## src/rtl/jtvigil_pcm_pkg.sv

```systemverilog
// Shared constants for the Vigilante PCM sample fetcher: I/O port map,
// FSM state encoding and the DAC offset-binary conversion.
package jtvigil_pcm_pkg;

  localparam logic [2:0] PORT_ADDR_LO = 3'd0;
  localparam logic [2:0] PORT_ADDR_HI = 3'd1;
  localparam logic [2:0] PORT_DAC     = 3'd2;
  localparam logic [2:0] PORT_INC     = 3'd3;
  localparam logic [2:0] PORT_DATA    = 3'd4;

  localparam logic [1:0] STATE_IDLE  = 2'd0;
  localparam logic [1:0] STATE_FETCH = 2'd1;
  localparam logic [1:0] STATE_VALID = 2'd2;

  typedef enum logic [1:0] {
    ST_IDLE  = STATE_IDLE,
    ST_FETCH = STATE_FETCH,
    ST_VALID = STATE_VALID
  } state_t;

  localparam logic [7:0]  DAC_RESET  = 8'h80;
  localparam logic [7:0]  READ_FLOAT = 8'hFF;
  localparam logic [15:0] ADDR_RESET = 16'h0000;

  // The DAC register holds offset binary; the output is two's complement.
  function automatic logic [7:0] dac_to_signed(input logic [7:0] v);
    return {~v[7], v[6:0]};
  endfunction

endpackage

```

## src/rtl/jtvigil_pcm.sv

```systemverilog
// PCM sample fetcher and 8-bit DAC for the Vigilante sound CPU.
// Define JTVIGIL_PCM_AUTOINC_EN to make each completed data read advance the address.
module jtvigil_pcm
  import jtvigil_pcm_pkg::*;
(
  input  logic              clk,
  input  logic              rst,
  input  logic              cen,
  input  logic [2:0]        port,
  input  logic              io_wr,
  input  logic              io_rd,
  input  logic [7:0]        cpu_din,
  output logic [7:0]        cpu_dout,
  output logic              wait_n,
  output logic [15:0]       rom_addr,
  output logic              rom_cs,
  input  logic [7:0]        rom_data,
  input  logic              rom_ok,
  output logic signed [7:0] snd,
  output logic              sample
);

  state_t      state_q, state_d;
  logic        age_q, age_d;
  logic [15:0] addr_q, addr_d;
  logic [7:0]  dbuf_q, dbuf_d;
  logic [7:0]  dac_q, dac_d;
  logic        rom_cs_q, rom_cs_d;
  logic        sample_q, sample_d;
  logic        rd_data_s;
  logic        wr_s;
  logic        trig_s;

  assign rom_addr = addr_q;
  assign rom_cs   = rom_cs_q;
  assign sample   = sample_q;
  assign snd      = dac_to_signed(dac_q);

  // CPU read path: data reads stall only while a fetch is outstanding
  always_comb begin
    rd_data_s = io_rd && (port == PORT_DATA);
    wait_n    = ~(rd_data_s && (state_q == ST_FETCH));
    if (rd_data_s) begin
      cpu_dout = dbuf_q;
    end else begin
      cpu_dout = READ_FLOAT;
    end
  end

  // Address register, DAC register and fetch trigger from CPU port accesses
  always_comb begin
    wr_s     = io_wr && cen;
    addr_d   = addr_q;
    trig_s   = 1'b0;
    dac_d    = dac_q;
    sample_d = 1'b0;
    if (wr_s) begin
      case (port)
        PORT_ADDR_LO: begin
          addr_d = {addr_q[15:8], cpu_din};
          trig_s = 1'b1;
        end
        PORT_ADDR_HI: begin
          addr_d = {cpu_din, addr_q[7:0]};
          trig_s = 1'b1;
        end
        PORT_INC: begin
          addr_d = addr_q + 16'd1;
          trig_s = 1'b1;
        end
        PORT_DAC: begin
          dac_d    = cpu_din;
          sample_d = 1'b1;
        end
        default: begin
          addr_d = addr_q;
        end
      endcase
    end else begin
`ifdef JTVIGIL_PCM_AUTOINC_EN
      // a read completes on the cycle it is not stalled; the next fetch follows it
      if (cen && rd_data_s && wait_n) begin
        addr_d = addr_q + 16'd1;
        trig_s = 1'b1;
      end else begin
        addr_d = addr_q;
      end
`else
      addr_d = addr_q;
`endif
    end
  end

  // Fetch FSM: a trigger always restarts, and rom_ok is trusted only once age is set
  always_comb begin
    state_d = state_q;
    age_d   = age_q;
    dbuf_d  = dbuf_q;
    if (trig_s) begin
      state_d = ST_FETCH;
      age_d   = 1'b0;
    end else begin
      case (state_q)
        ST_FETCH: begin
          if (age_q && rom_ok) begin
            dbuf_d  = rom_data;
            state_d = ST_VALID;
          end else begin
            age_d = 1'b1;
          end
        end
        ST_IDLE:  state_d = ST_IDLE;
        ST_VALID: state_d = ST_VALID;
        default:  state_d = ST_IDLE;
      endcase
    end
    rom_cs_d = (state_d == ST_FETCH);
  end

  // State and output registers
  always_ff @(posedge clk or posedge rst) begin
    if (rst) begin
      state_q  <= ST_IDLE;
      age_q    <= 1'b0;
      addr_q   <= ADDR_RESET;
      dbuf_q   <= 8'h00;
      dac_q    <= DAC_RESET;
      rom_cs_q <= 1'b0;
      sample_q <= 1'b0;
    end else begin
      state_q  <= state_d;
      age_q    <= age_d;
      addr_q   <= addr_d;
      dbuf_q   <= dbuf_d;
      dac_q    <= dac_d;
      rom_cs_q <= rom_cs_d;
      sample_q <= sample_d;
    end
  end

endmodule

```

## config.mk

```make
export PLATFORM = sky130hd
export DESIGN_NAME = jtvigil_pcm
export DESIGN_NICKNAME = d
export VERILOG_FILES = /design/src/rtl/jtvigil_pcm_pkg.sv /design/src/rtl/jtvigil_pcm.sv
export SDC_FILE = /design/constraint.sdc
export NUM_CORES = 1
export LEC_CHECK = 0
export ABC_AREA = 1
export BUFFER_PORTS_ARGS = -buffer_cell sky130_fd_sc_hd__buf_2
export CORE_MARGIN = 2
export CORE_UTILIZATION = 45
export CTS_CLUSTER_DIAMETER = 50
export DETAILED_ROUTE_END_ITERATION = 7
export PLACE_DENSITY_LB_ADDON = 0.05
export SYNTH_ARGS = -nofsm -noshare
export SYNTH_HDL_FRONTEND = slang
export SYNTH_SLANG_ARGS = --single-unit
```

## constraint.sdc

```tcl
create_clock -name clk -period 2.1 [get_ports clk]
set_clock_uncertainty 0.1 [all_clocks]
set_input_delay 0.105 -clock clk [delete_from_list [all_inputs] [get_ports clk]]
set_output_delay 0.105 -clock clk [all_outputs]
set_load 0.01 [all_outputs]
```

==> qor_table.md, run 1 <==
| Result | Reported | Unit |
|---|---|---|
| Number of clock sinks | 37 | - |
| Class of the most critical hold timing path | input pin to flip-flop | - |
| Crit path time final | 1.62 | ns |
| H-tree lvl count | 2 | - |
| Top FF cell, synth | sky130_fd_sc_hd__dfrtp_1 | - |
| Total of flip-flops plus latches after synthesis | 37 | - |
| Worst reg2reg path endpoint | rom_addr[6]$_DFFE_PP0P_ | - |
| GRT met3 Usage | 0.0417 | - |
| Antenna violation net count after detailed routing | 0 | - |
| DR pass1 iterations | 4 | - |
| Worst-path maximum fanout | 5 | - |
| Detailed Route Iter0 Violations | 179 | - |
| Weighted congestion reported at the end of routability-driven placement | 0.894 | - |
| Gate count of the mapped netlist | 280 | - |
| Filler Cell Count | 433 | - |
| Mean area per synthesized cell | 7.55 | um^2 |
| Final non-filler cell area | 2620 | um^2 |
| Transition time of the tightest slew-check pin | 0.562 | ns |
| Placed insts | 382 | - |
| # nets final | 379 | - |
| Power density cells | 767 | nW/um^2 |
| Worst supply voltage drop on vdd | 0.381 | mV |
| Seq/Total Area, Yosys | 0.438 | - |
| Number of endpoints with negative hold slack in the final report | 0 | - |
| Headroom to the max-slew limit | 0.623 | - |
| Vias/cell | 5.01 | - |
| Reg-to-reg slack, setup | 0.48 | ns |
| Number of global-route vias before repair | 1832 | - |
| Post-Route Setup TNS | 0 | ns |
| Total DRC errors in the routed layout | 0 | - |
| HPWL after detailed placement | 3.72 | mm |
| Final std cells w/o fill | 404 | - |
| Clock share of power | 0.239 | - |
| Yosys synthesis warning count | 0 | - |
| Count of flip-flops with a built-in enable after synthesis | 0 | - |
| Kind of end point of the critical path | flip-flop | - |
| Site row count | 24 | - |
| Post-synthesis net count | 308 | - |
| Run status | complete, no violations | - |
| Total chip power | 2.01 | mW |
| Total wire length | 5.14 | mm |
| Share of synthesized flip-flops with an asynchronous set or reset | 1.00 | - |
| Met2 track utilization from global routing | 0.324 | - |
| Leak pwr | 1.38 | nW |
| Count of vias placed by the detailed router | 2025 | - |
| Global routing met1 resource utilization | 0.288 | - |
| Total die area | 5260 | um^2 |
| Clock-pin slew reported for the worst setup and hold paths after clock tree synthesis | 0.07 | ns |
| Number of gates given a new drive strength after cts | 0 | - |
| Global router's overall resource usage | 0.206 | - |
| I/O Buffers | 59 | - |
| Worst Setup EP | rom_addr[6]$_DFFE_PP0P_ | - |
| Required time of the critical path | 2.15 | ns |
| Highest-utilization routing layer at the global route stage | met2 | - |
| Distinct cell type count after synthesis | 31 | - |
| Total cell area at the placement stage | 2400 | um^2 |
| Maximum clock frequency | 0.619 | GHz |
| Final worst path period share | 0.769 | - |
| Worst R2R Path Depth | 6 | - |
| Root buf cell | sky130_fd_sc_hd__clkbuf_8 | - |
| Count of maximum capacitance violations | 0 | - |
| Initial antenna violation count | 0 | - |
| Initial Util | 0.476 | - |
| Power Internal | 1.32 | mW |
| Total setup violations reported at the end of the flow | 0 | - |
| Ports placed on the boundary | 60 | - |
| Fraction of layout instances using a drive strength above 1 | 0.236 | - |
| Psw | 688 | uW |
| Horizontal die dimension | 72.6 | um |
| Total count of max-transition violations in the final report | 0 | - |
| Data arrival time of the critical path | 1.67 | ns |
| Number of antenna diodes | 0 | - |
| Critical path class | flip-flop to flip-flop | - |
| CTS tree | done | - |
| Overall die height | 72.6 | um |
| Worst Setup Start Kind | flip-flop | - |
| Per-cell routed wire length | 12.7 | um |
| CTS Buf Count | 5 | - |
| Core box area | 4440 | um^2 |
| Syn Std Cell Area | 2110 | um^2 |
| Critical Path Source | rom_addr[0]$_DFFE_PP0P_ | - |
| Sequential power share | 0.489 | - |
| Global-route wire length before repair | 8.43 | mm |
| Fraction of power spent switching nets | 0.342 | - |
| Worst hold margin | 0.0162 | ns |
| Reg-to-Reg Start | rom_addr[0]$_DFFE_PP0P_ | - |
| Clock Latency Late Sink | 0.28 | ns |
| Share of total power in combinational logic | 0.273 | - |
| Aggregate global routing overflow | 0 | - |
| Largest net degree at the start of global routing | 38 | - |
| RSZ-0062 raised after global routing | false | - |
| Maximum buffer depth of the clock tree | 2 | - |
| Syn-to-layout area delta | 24.0 | % |
-- metal layers --
layer / part of all wire / routed length [um]
met4: 0.013 / 69
met5: 0 / 0
met1: 0.49 / 2500
met3: 0.058 / 300
met2: 0.44 / 2270
-- cell type report --
cell class                 instances  area (um^2)  area share
clock inverter                     2         10.0     0.00382
inverter                          42          163      0.0620
multi-input combinational        191          942       0.359
tap                               52         65.1      0.0248
timing repair buffer              74          443       0.169
sequential                        37          927       0.354
clock buffer                       6         72.6      0.0277
-- metrics by stage --
| stage | util | setup slack (ns) |
|---|---|---|
| after floorplan | - | 0.631 |
| after global placement | 0.540 | 0.581 |
| after detailed placement | 0.540 | 0.522 |
| after CTS | 0.590 | 0.505 |
| after global routing | 0.590 | 0.316 |
| final | 0.590 | 0.485 |
-- cells by family (layout without fill, tap and decap cells) --
| group | after synthesis | count (layout) | share of synthesized area |
|---|---|---|---|
| adders and majority gates | 3 | 3 | 0.0178 |
| AOI/OAI and AO/OA | 57 | 57 | 0.149 |
| DFF | 37 | 37 | 0.438 |
| buffers and inverters | 52 | 124 | 0.116 |
| and+or+nand+nor | 131 | 131 | 0.279 |
-- synthesized netlist by cell type (3+ instances only) --
| library cell | instances | area share |
|---|---|---|
| sky130_fd_sc_hd__ha_1 | 3 | 0.018 |
| sky130_fd_sc_hd__inv_1 | 38 | 0.067 |
| sky130_fd_sc_hd__nand3_1 | 14 | 0.033 |
| sky130_fd_sc_hd__o21bai_1 | 3 | 0.011 |
| sky130_fd_sc_hd__nor2_1 | 34 | 0.060 |
| sky130_fd_sc_hd__o21ai_0 | 15 | 0.036 |
| sky130_fd_sc_hd__dfrtp_1 | 36 | 0.43 |
| sky130_fd_sc_hd__a22oi_1 | 3 | 0.011 |
| sky130_fd_sc_hd__a21oi_1 | 28 | 0.066 |
| sky130_fd_sc_hd__buf_4 | 8 | 0.028 |
| sky130_fd_sc_hd__nand4_1 | 3 | 0.0089 |
| sky130_fd_sc_hd__nand2_1 | 70 | 0.12 |
-- flip-flops by register name (all words and copies together), names as in the netlist --
register / count
rom_cs: 1
dbuf_q: 8
state_q: 2
sample: 1
dac_q: 8
rom_addr: 16
age_q: 1
-- cell usage in the layout (no fill, tap or decap) --
cell type	count
sky130_fd_sc_hd__o21ai_1	1
sky130_fd_sc_hd__clkbuf_1	1
sky130_fd_sc_hd__inv_2	2
sky130_fd_sc_hd__nand4_1	3
sky130_fd_sc_hd__nand3_1	14
sky130_fd_sc_hd__nor2_4	2
sky130_fd_sc_hd__nor3_2	1
sky130_fd_sc_hd__buf_4	1
sky130_fd_sc_hd__o31ai_1	1
sky130_fd_sc_hd__o22ai_1	2
sky130_fd_sc_hd__inv_1	38
sky130_fd_sc_hd__dfrtp_1	36
sky130_fd_sc_hd__clkbuf_8	5
sky130_fd_sc_hd__o21ai_2	1
sky130_fd_sc_hd__nand2_4	1
sky130_fd_sc_hd__o21bai_1	3
sky130_fd_sc_hd__o211ai_1	1
sky130_fd_sc_hd__nand3_4	1
sky130_fd_sc_hd__nand2_1	70
sky130_fd_sc_hd__a22oi_1	3
sky130_fd_sc_hd__nand3_2	1
sky130_fd_sc_hd__inv_4	2
sky130_fd_sc_hd__ha_1	3
sky130_fd_sc_hd__a21oi_1	28
sky130_fd_sc_hd__a21boi_1	1
sky130_fd_sc_hd__clkinv_2	2
sky130_fd_sc_hd__nand2_2	2
sky130_fd_sc_hd__a31oi_1	1
sky130_fd_sc_hd__dlygate4sd3_1	14
sky130_fd_sc_hd__nor2_8	1
sky130_fd_sc_hd__nor2_1	34
sky130_fd_sc_hd__or2_2	1
sky130_fd_sc_hd__buf_2	59
sky130_fd_sc_hd__dfstp_2	1
sky130_fd_sc_hd__o21ai_0	15
-- power by group through the flow --
stage	clock [mW]	sequential [mW]	combinational [mW]
global route	0.523	1.01	0.626
CTS	0.493	0.982	0.555
global placement	0	0.991	0.528
finish	0.480	0.983	0.549
detailed placement	0	0.996	0.531
floorplan	0	1.01	0.347
-- repair_timing --
item	4_1_cts	5_1_grt
buffers inserted	0	0
hold buffers	14	0
endpoints found under the setup margin	0	0
endpoints found under the hold margin	49	0
-- critical path: stages (launching register included) --
cell and delay [ns]:
sky130_fd_sc_hd__dfrtp_1 0.42, sky130_fd_sc_hd__ha_1 0.21, sky130_fd_sc_hd__nand3_1 0.16, sky130_fd_sc_hd__nor2_1 0.28, sky130_fd_sc_hd__nor2_1 0.07, sky130_fd_sc_hd__o21ai_0 0.15, sky130_fd_sc_hd__o21ai_0 0.10
-- worst min path at each step --
stage / from / to / slack, ns / depth (start not counted)
3_5_place_dp: rst / dac_q[1]$_DFFE_PP0P_ / 0.15 / 3
4_1_cts: cpu_din[1] / dac_q[1]$_DFFE_PP0P_ / 0.01 / 3
5_1_grt: cpu_din[1] / dac_q[1]$_DFFE_PP0P_ / 0.04 / 3
6_report: cpu_din[1] / dac_q[1]$_DFFE_PP0P_ / 0.02 / 3
3_3_place_gp: rst / sample$_DFF_PP0_ / 0.15 / 3
2_1_floorplan: cpu_din[7] / dac_q[7]$_DFFE_PP1P_ / 0.12 / 2
Note: power is estimated with default switching activity, not from simulation.
==> run 2, diff against run 1 <==
==> constraint.sdc (replaced) <==
create_clock -name clk -period 1.5 [get_ports clk]
set_clock_uncertainty 0.1 [all_clocks]
set_input_delay 0.075 -clock clk [delete_from_list [all_inputs] [get_ports clk]]
set_output_delay 0.075 -clock clk [all_outputs]
set_load 0.01 [all_outputs]
==> run 2 against run 1 <==
Die area stayed put. Flip-flop and latch count stayed put. Combinational power is 70% higher. Sequential power is 38% higher. Non-clock buffer count is 19 higher. Final area is 7.8% higher. Critical path depth is 2 higher. Critical endpoint is now rom_addr[10]$_DFFE_PP0P_. Register-to-register slack worse by 0.46 ns. Core utilization is 4.6 points higher. Maximum frequency is 9.8% higher. Routed wire length is 9.0% higher. Largest power group unchanged. Worst hold slack better by 0.014 ns.
==> qor_table.md, run 2 (synthesis gave the netlist of run 1 again) <==
| Result | Reported | Unit | vs previous |
|---|---|---|---|
| Ports placed on the boundary | 60 | - | unchanged |
| Routed met2 length | 2.57 | mm | +13% |
| Worst supply voltage drop on vdd | 0.704 | mV | +85% |
| Cells traversed along the worst timing path | ha_2 -> nand3_4 -> inv_2 -> nand2_4 -> a21oi_2 -> o21ai_1 -> nand2_1 -> o21ai_1 | - |  |
| Total DRC errors in the routed layout | 0 | - | unchanged |
| Worst hold margin | 0.0302 | ns | +0.0140 ns |
| DP Worst Slack | -0.0491 | ns | -0.571 ns |
| Detailed Route Iter0 Violations | 138 | - | -23% |
| Per-cell routed wire length | 13.2 | um | +4.1% |
| RSZ-0062 raised after global routing | true | - |  |
| Headroom to the max-slew limit | 0.604 | - | -0.0191 |
| Number of global-route vias before repair | 1964 | - | +7.2% |
| CTS Buf Count | 5 | - | unchanged |
| Final worst path period share | 0.981 | - | +0.212 |
| Number of endpoints with negative hold slack in the final report | 0 | - | unchanged |
| Highest metal layer with signal wires | met4 | - |  |
| Maximum buffer depth of the clock tree | 2 | - | unchanged |
| Run status | complete, no violations | - |  |
| Total count of max-transition violations in the final report | 0 | - | unchanged |
| Total die area | 5260 | um^2 | unchanged |
| Initial Util | 0.476 | - | unchanged |
| Power density cells | 1050 | nW/um^2 | +37% |
| Total cell area at the placement stage | 2490 | um^2 | +3.8% |
| Buffer and inverter count on the worst path | 1 | - | +1 |
| Number of flip-flops in the largest register | 16 | - | unchanged |
| Routed length on met3 | 304 | um | +1.3% |
| Seq. cell area | 928 | um^2 | +0.13% |
| Leak pwr | 1.48 | nW | +7.4% |
| # nets final | 398 | - | +5.0% |
| Largest net degree at the start of global routing | 38 | - | unchanged |
| Vias/cell | 4.97 | - | -0.86% |
| Class of the most critical hold timing path | input pin to flip-flop | - |  |
| Most common cell after layout, fill and taps aside | sky130_fd_sc_hd__nand2_1 | - |  |
| Transition time of the tightest slew-check pin | 0.593 | ns | +0.0316 ns |
| Required time of the critical path | 1.57 | ns | -0.58 ns |
| Count of vias placed by the detailed router | 2102 | - | +3.8% |
| Largest delay contributor family on the critical path | flip-flops | - |  |
| Antenna violation net count after detailed routing | 0 | - | unchanged |
| Min setup slack post-route | 0.0287 | ns | -0.456 ns |
| Site row count | 24 | - | unchanged |
| Initial antenna violation count | 0 | - | unchanged |
| Placed insts | 394 | - | +3.1% |
| Multi-input gate area in the final layout | 996 | um^2 | +5.7% |
| Slowest stage delay, CP | 0.40 | ns | -0.02 ns |
| Maximum clock frequency | 0.680 | GHz | +9.8% |
| Count of maximum capacitance violations | 0 | - | unchanged |
| I/O Buffers | 59 | - | unchanged |
| Most prevalent standard cell on the critical path | sky130_fd_sc_hd__o21ai_1 | - |  |
| Data arrival time of the critical path | 1.54 | ns | -0.13 ns |
| Syn-to-layout area delta | 33.7 | % |  |
| Number of antenna diodes | 0 | - | unchanged |
| H-tree lvl count | 2 | - | unchanged |
| Worst path slowest cell | sky130_fd_sc_hd__dfrtp_1 | - |  |
| Root buf cell | sky130_fd_sc_hd__clkbuf_8 | - |  |
| Clock Latency Late Sink | 0.29 | ns | about the same |
| Clock-pin slew reported for the worst setup and hold paths after clock tree synthesis | 0.07 | ns | about the same |
| Horizontal die dimension | 72.6 | um | unchanged |
| Critical path class | flip-flop to flip-flop | - |  |
| Filler Cell Count | 437 | - | +0.92% |
| Fraction of layout instances using a drive strength above 1 | 0.305 | - | +0.0688 |
| Kind of end point of the critical path | flip-flop | - |  |
| Reg-to-reg slack, setup | 0.03 | ns | -0.46 ns |
| Overall die height | 72.6 | um | unchanged |
| Total wire length | 5.60 | mm | +9.0% |
| Final non-filler cell area | 2830 | um^2 | +7.8% |
| Weighted congestion reported at the end of routability-driven placement | 0.841 | - | -6.0% |
| Global router's overall resource usage | 0.216 | - | +0.0103 |
| Final std cells w/o fill | 423 | - | +4.7% |
| Global-route wire length before repair | 8.91 | mm | +5.6% |
| Worst-path maximum fanout | 4 | - | -1 |
| CTS tree | done | - |  |
| Core box area | 4440 | um^2 | unchanged |
| Aggregate global routing overflow | 0 | - | unchanged |
| DR pass1 iterations | 4 | - | unchanged |
| Worst Setup Start Kind | flip-flop | - |  |
| Most frequent cells in the layout | sky130_fd_sc_hd__nand2_1, sky130_fd_sc_hd__buf_2, sky130_fd_sc_hd__inv_1 | - |  |
| Number of clock sinks | 37 | - | unchanged |
| Crit path time final | 1.47 | ns | -0.144 ns |
| Total setup violations reported at the end of the flow | 0 | - | unchanged |
| HPWL after detailed placement | 3.83 | mm | +3.0% |
| M1 wire length | 2.66 | mm | +6.6% |
run 2: cell count changes in the layout (fill, tap and decap cells not counted), sizes merged:
cell,delta
dlygate4sd3,+3
buf,+16
run 2: area by class of cell:
type	instances	share of cell area
multi-input cells	191	0.352
flip-flops and latches	37	0.328
repair buffers	93	0.210
inverters	42	0.0575
clock buffers	6	0.0257
well taps	52	0.0230
clock inverters	2	0.00354
run 2: metrics by stage:
step / TNS, ns / util / power (mW)
finish: 0 / 0.636 / 2.97
CTS: 0 / 0.620 / 2.93
global placement: 0 / 0.560 / 2.20
global route: -0.164 / 0.636 / 3.18
floorplan: 0 / - / 1.89
detailed placement: -0.0935 / 0.560 / 2.22
run 2: worst reg2reg max path, cell delays in order (launching register included):
cell	delay, ns
sky130_fd_sc_hd__dfrtp_1	0.40
sky130_fd_sc_hd__ha_2	0.24
sky130_fd_sc_hd__nand3_4	0.11
sky130_fd_sc_hd__inv_2	0.10
sky130_fd_sc_hd__nand2_4	0.06
sky130_fd_sc_hd__a21oi_2	0.15
sky130_fd_sc_hd__o21ai_1	0.08
sky130_fd_sc_hd__nand2_1	0.07
sky130_fd_sc_hd__o21ai_1	0.05
run 2: path summary, 6_finish.rpt:
check	startpoint	endpoint	depth (start not counted)
worst max-delay path	rom_addr[0]$_DFFE_PP0P_	rom_addr[10]$_DFFE_PP0P_	8
worst min-delay path	cpu_din[0]	dac_q[0]$_DFFE_PP0P_	3
worst max register to register	rom_addr[0]$_DFFE_PP0P_	rom_addr[10]$_DFFE_PP0P_	8
worst min register to register	dac_q[6]$_DFFE_PP0P_	dac_q[6]$_DFFE_PP0P_	2
max in group asynchronous	rst	rom_addr[2]$_DFFE_PP0P_	4
min in group asynchronous	rst	dbuf_q[1]$_DFFE_PP0P_	4
run 2: power breakdown:
part / total [mW] / internal, mW / switching [mW] / leakage (nW)
Sequential: 1.36 / 1.21 / 0.151 / 0.438
Clock: 0.677 / 0.322 / 0.354 / 0.0450
Combinational: 0.931 / 0.409 / 0.522 / 0.995
Total: 2.97 / 1.94 / 1.03 / 1.48
run 2: what timing repair did:
item                                   CTS  global route
setup endpoints to repair                3             9
hold buffers                            17             0
pin swaps                                1             5
endpoints found under the hold margin   52             0
resized for setup                        4            18
buffers inserted                         0             4
run 2: per-layer routing:
layer	vias up	global-route usage
met1	964	0.292
met5	-	0
li1	1069	-
met4	0	0.0556
met2	62	0.353
met3	7	0.0486
==> run 3, diff against run 2 <==
==> constraint.sdc (replaced) <==
create_clock -name clk -period 1.9 [get_ports clk]
set_clock_uncertainty 0.1 [all_clocks]
set_input_delay 0.095 -clock clk [delete_from_list [all_inputs] [get_ports clk]]
set_output_delay 0.095 -clock clk [all_outputs]
set_load 0.01 [all_outputs]
==> run 3 against run 2 <==
Final area down 7.3%. Worst hold slack worse by 0.015 ns. Power down 25%. Sequential share of layout area up 2.5 points. Critical path depth down 2. Non-clock buffer count down 19. Global-route usage down 1.0 points. Maximum frequency down 9.0%. Largest power group unchanged.
==> qor_table.md, run 3 (synthesis gave the netlist of run 1 again) <==
| Result | Reported | Unit | vs previous |
|---|---|---|---|
| Maximum buffer depth of the clock tree | 2 | - | unchanged |
| Placed insts | 382 | - | -3.0% |
| Number of flip-flops in the largest register | 16 | - | unchanged |
| Total wire length | 5.12 | mm | -8.6% |
| Total die area | 5260 | um^2 | unchanged |
| CTS Buf Count | 5 | - | unchanged |
| Total chip power | 2.22 | mW | -25% |
| Total count of max-transition violations in the final report | 0 | - | unchanged |
| DR pass1 iterations | 4 | - | unchanged |
| Antenna violation net count after detailed routing | 0 | - | unchanged |
| CTS tree | done | - |  |
| Worst path slowest cell | sky130_fd_sc_hd__dfrtp_1 | - |  |
| Fraction of layout instances using a drive strength above 1 | 0.236 | - | -0.0688 |
| Most common cell after layout, fill and taps aside | sky130_fd_sc_hd__nand2_1 | - |  |
| Total DRC errors in the routed layout | 0 | - | unchanged |
| Number of clock sinks | 37 | - | unchanged |
| Horizontal die dimension | 72.6 | um | unchanged |
| Largest delay contributor family on the critical path | simple AND/OR/NAND/NOR gates | - |  |
| Min setup slack post-route | 0.284 | ns | +0.255 ns |
| Core box area | 4440 | um^2 | unchanged |
| Buffer and inverter count on the worst path | 0 | - | -1 |
| Reg-to-reg slack, setup | 0.28 | ns | +0.26 ns |
| Maximum clock frequency | 0.619 | GHz | -9.0% |
| Root buf cell | sky130_fd_sc_hd__clkbuf_8 | - |  |
| Number of global-route vias before repair | 1856 | - | -5.5% |
| Clock Latency Late Sink | 0.28 | ns | about the same |
| Cells traversed along the worst timing path | ha_1 -> nand3_1 -> nor2_1 -> nor2_1 -> o21ai_0 -> o21ai_0 | - |  |
| Initial Util | 0.476 | - | unchanged |
| Run status | complete, no violations | - |  |
| Final non-filler cell area | 2620 | um^2 | -7.3% |
| Vias/cell | 4.91 | - | -1.2% |
| Critical path class | flip-flop to flip-flop | - |  |
| DP Worst Slack | 0.315 | ns | +0.364 ns |
| Leak pwr | 1.38 | nW | -6.9% |
| RSZ-0062 raised after global routing | false | - |  |
| Worst hold margin | 0.0154 | ns | -0.0148 ns |
| Per-cell routed wire length | 12.7 | um | -4.3% |
| # nets final | 379 | - | -4.8% |
| Worst Setup Start Kind | flip-flop | - |  |
| Data arrival time of the critical path | 1.66 | ns | +0.12 ns |
| Syn-to-layout area delta | 24.0 | % |  |
| Transition time of the tightest slew-check pin | 0.573 | ns | -0.0205 ns |
| Worst supply voltage drop on vdd | 0.379 | mV | -46% |
| Share of the core filled with cells in the final layout | 0.590 | - | -0.0462 |
| Number of antenna diodes | 0 | - | unchanged |
| Number of endpoints with negative hold slack in the final report | 0 | - | unchanged |
| Count of maximum capacitance violations | 0 | - | unchanged |
| Global-route wire length before repair | 8.45 | mm | -5.2% |
| Clock-pin slew reported for the worst setup and hold paths after clock tree synthesis | 0.07 | ns | about the same |
| Initial antenna violation count | 0 | - | unchanged |
| Detailed Route Iter0 Violations | 126 | - | -8.7% |
| Final worst path period share | 0.851 | - | -0.130 |
| Slowest stage delay, CP | 0.40 | ns | about the same |
| Crit path time final | 1.62 | ns | +0.145 ns |
| I/O Buffers | 59 | - | unchanged |
| Kind of end point of the critical path | flip-flop | - |  |
| H-tree lvl count | 2 | - | unchanged |
| Headroom to the max-slew limit | 0.616 | - | +0.0116 |
| Largest net degree at the start of global routing | 38 | - | unchanged |
| Most frequent cells in the layout | sky130_fd_sc_hd__nand2_1, sky130_fd_sc_hd__buf_2, sky130_fd_sc_hd__inv_1 | - |  |
| Worst-path maximum fanout | 5 | - | +1 |
| Final std cells w/o fill | 404 | - | -4.5% |
| Site row count | 24 | - | unchanged |
| Total cell area at the placement stage | 2400 | um^2 | -3.6% |
| Class of the most critical hold timing path | input pin to flip-flop | - |  |
| Ports placed on the boundary | 60 | - | unchanged |
| Overall die height | 72.6 | um | unchanged |
| Power density cells | 847 | nW/um^2 | -19% |
| Global router's overall resource usage | 0.206 | - | -0.0101 |
| Count of vias placed by the detailed router | 1983 | - | -5.7% |
| Total setup violations reported at the end of the flow | 0 | - | unchanged |
| HPWL after detailed placement | 3.71 | mm | -3.1% |
| Post-Route Setup TNS | 0 | ns | unchanged |
| Aggregate global routing overflow | 0 | - | unchanged |
| Weighted congestion reported at the end of routability-driven placement | 0.894 | - | +6.4% |
| Required time of the critical path | 1.95 | ns | +0.38 ns |
## run 3: cell types whose count changed in the layout (fill, tap and decap cells not counted), moves of 2 or more
| cell | before | now |
|---|---|---|
| sky130_fd_sc_hd__nand2_1 | 68 | 70 |
| sky130_fd_sc_hd__dlygate4sd3_1 | 17 | 14 |
| sky130_fd_sc_hd__buf_4 | 17 | 1 |
| sky130_fd_sc_hd__nor2_2 | 4 | 0 |
| sky130_fd_sc_hd__nor2_1 | 29 | 34 |
| sky130_fd_sc_hd__a21oi_1 | 26 | 28 |
| sky130_fd_sc_hd__a21oi_2 | 2 | 0 |
| sky130_fd_sc_hd__o21ai_0 | 10 | 15 |
| sky130_fd_sc_hd__o21ai_1 | 5 | 1 |
## run 3: path summary, 6_finish.rpt
check / start / end / cells after the start
max in group asynchronous: rst / dac_q[7]$_DFFE_PP1P_ / 4
min in group asynchronous: rst / dac_q[0]$_DFFE_PP0P_ / 4
max reg2reg: rom_addr[1]$_DFFE_PP0P_ / rom_addr[6]$_DFFE_PP0P_ / 6
max: rom_addr[1]$_DFFE_PP0P_ / rom_addr[6]$_DFFE_PP0P_ / 6
min reg2reg: dac_q[6]$_DFFE_PP0P_ / dac_q[6]$_DFFE_PP0P_ / 2
min: cpu_din[1] / dac_q[1]$_DFFE_PP0P_ / 3
## run 3: per-layer routing
layer	share of wire	global-route usage
met1	0.48	0.288
met2	0.45	0.333
met3	0.054	0.0389
met4	0.0086	0.0453
met5	0	0
## run 3: where the power goes
group	switching (mW)	internal (mW)	leakage, nW	total [mW]
logic	0.353	0.254	0.893	0.606
registers	0.130	0.957	0.440	1.09
clock network	0.273	0.254	0.0450	0.527
total	0.756	1.46	1.38	2.22
## run 3: area by class of cell
class                           instances  area, um^2
Tap cell                               52        65.1
Inverter                               42         163
Timing Repair Buffer                   74         443
Clock inverter                          2        10.0
Multi-Input combinational cell        191         942
Sequential cell                        37         927
Fill cell                             422        1820
Clock buffer                            6        72.6
## run 3: timing repair
action	CTS	global route
hold buffers	14	0
gates resized for setup	0	0
setup buffers	0	0
endpoints found under the hold margin	49	0
## run 3: worst reg2reg max path: stages, from the launching register on
cell,delay (ns)
sky130_fd_sc_hd__dfrtp_1,0.40
sky130_fd_sc_hd__ha_1,0.20
sky130_fd_sc_hd__nand3_1,0.16
sky130_fd_sc_hd__nor2_1,0.26
sky130_fd_sc_hd__nor2_1,0.08
sky130_fd_sc_hd__o21ai_0,0.18
sky130_fd_sc_hd__o21ai_0,0.10
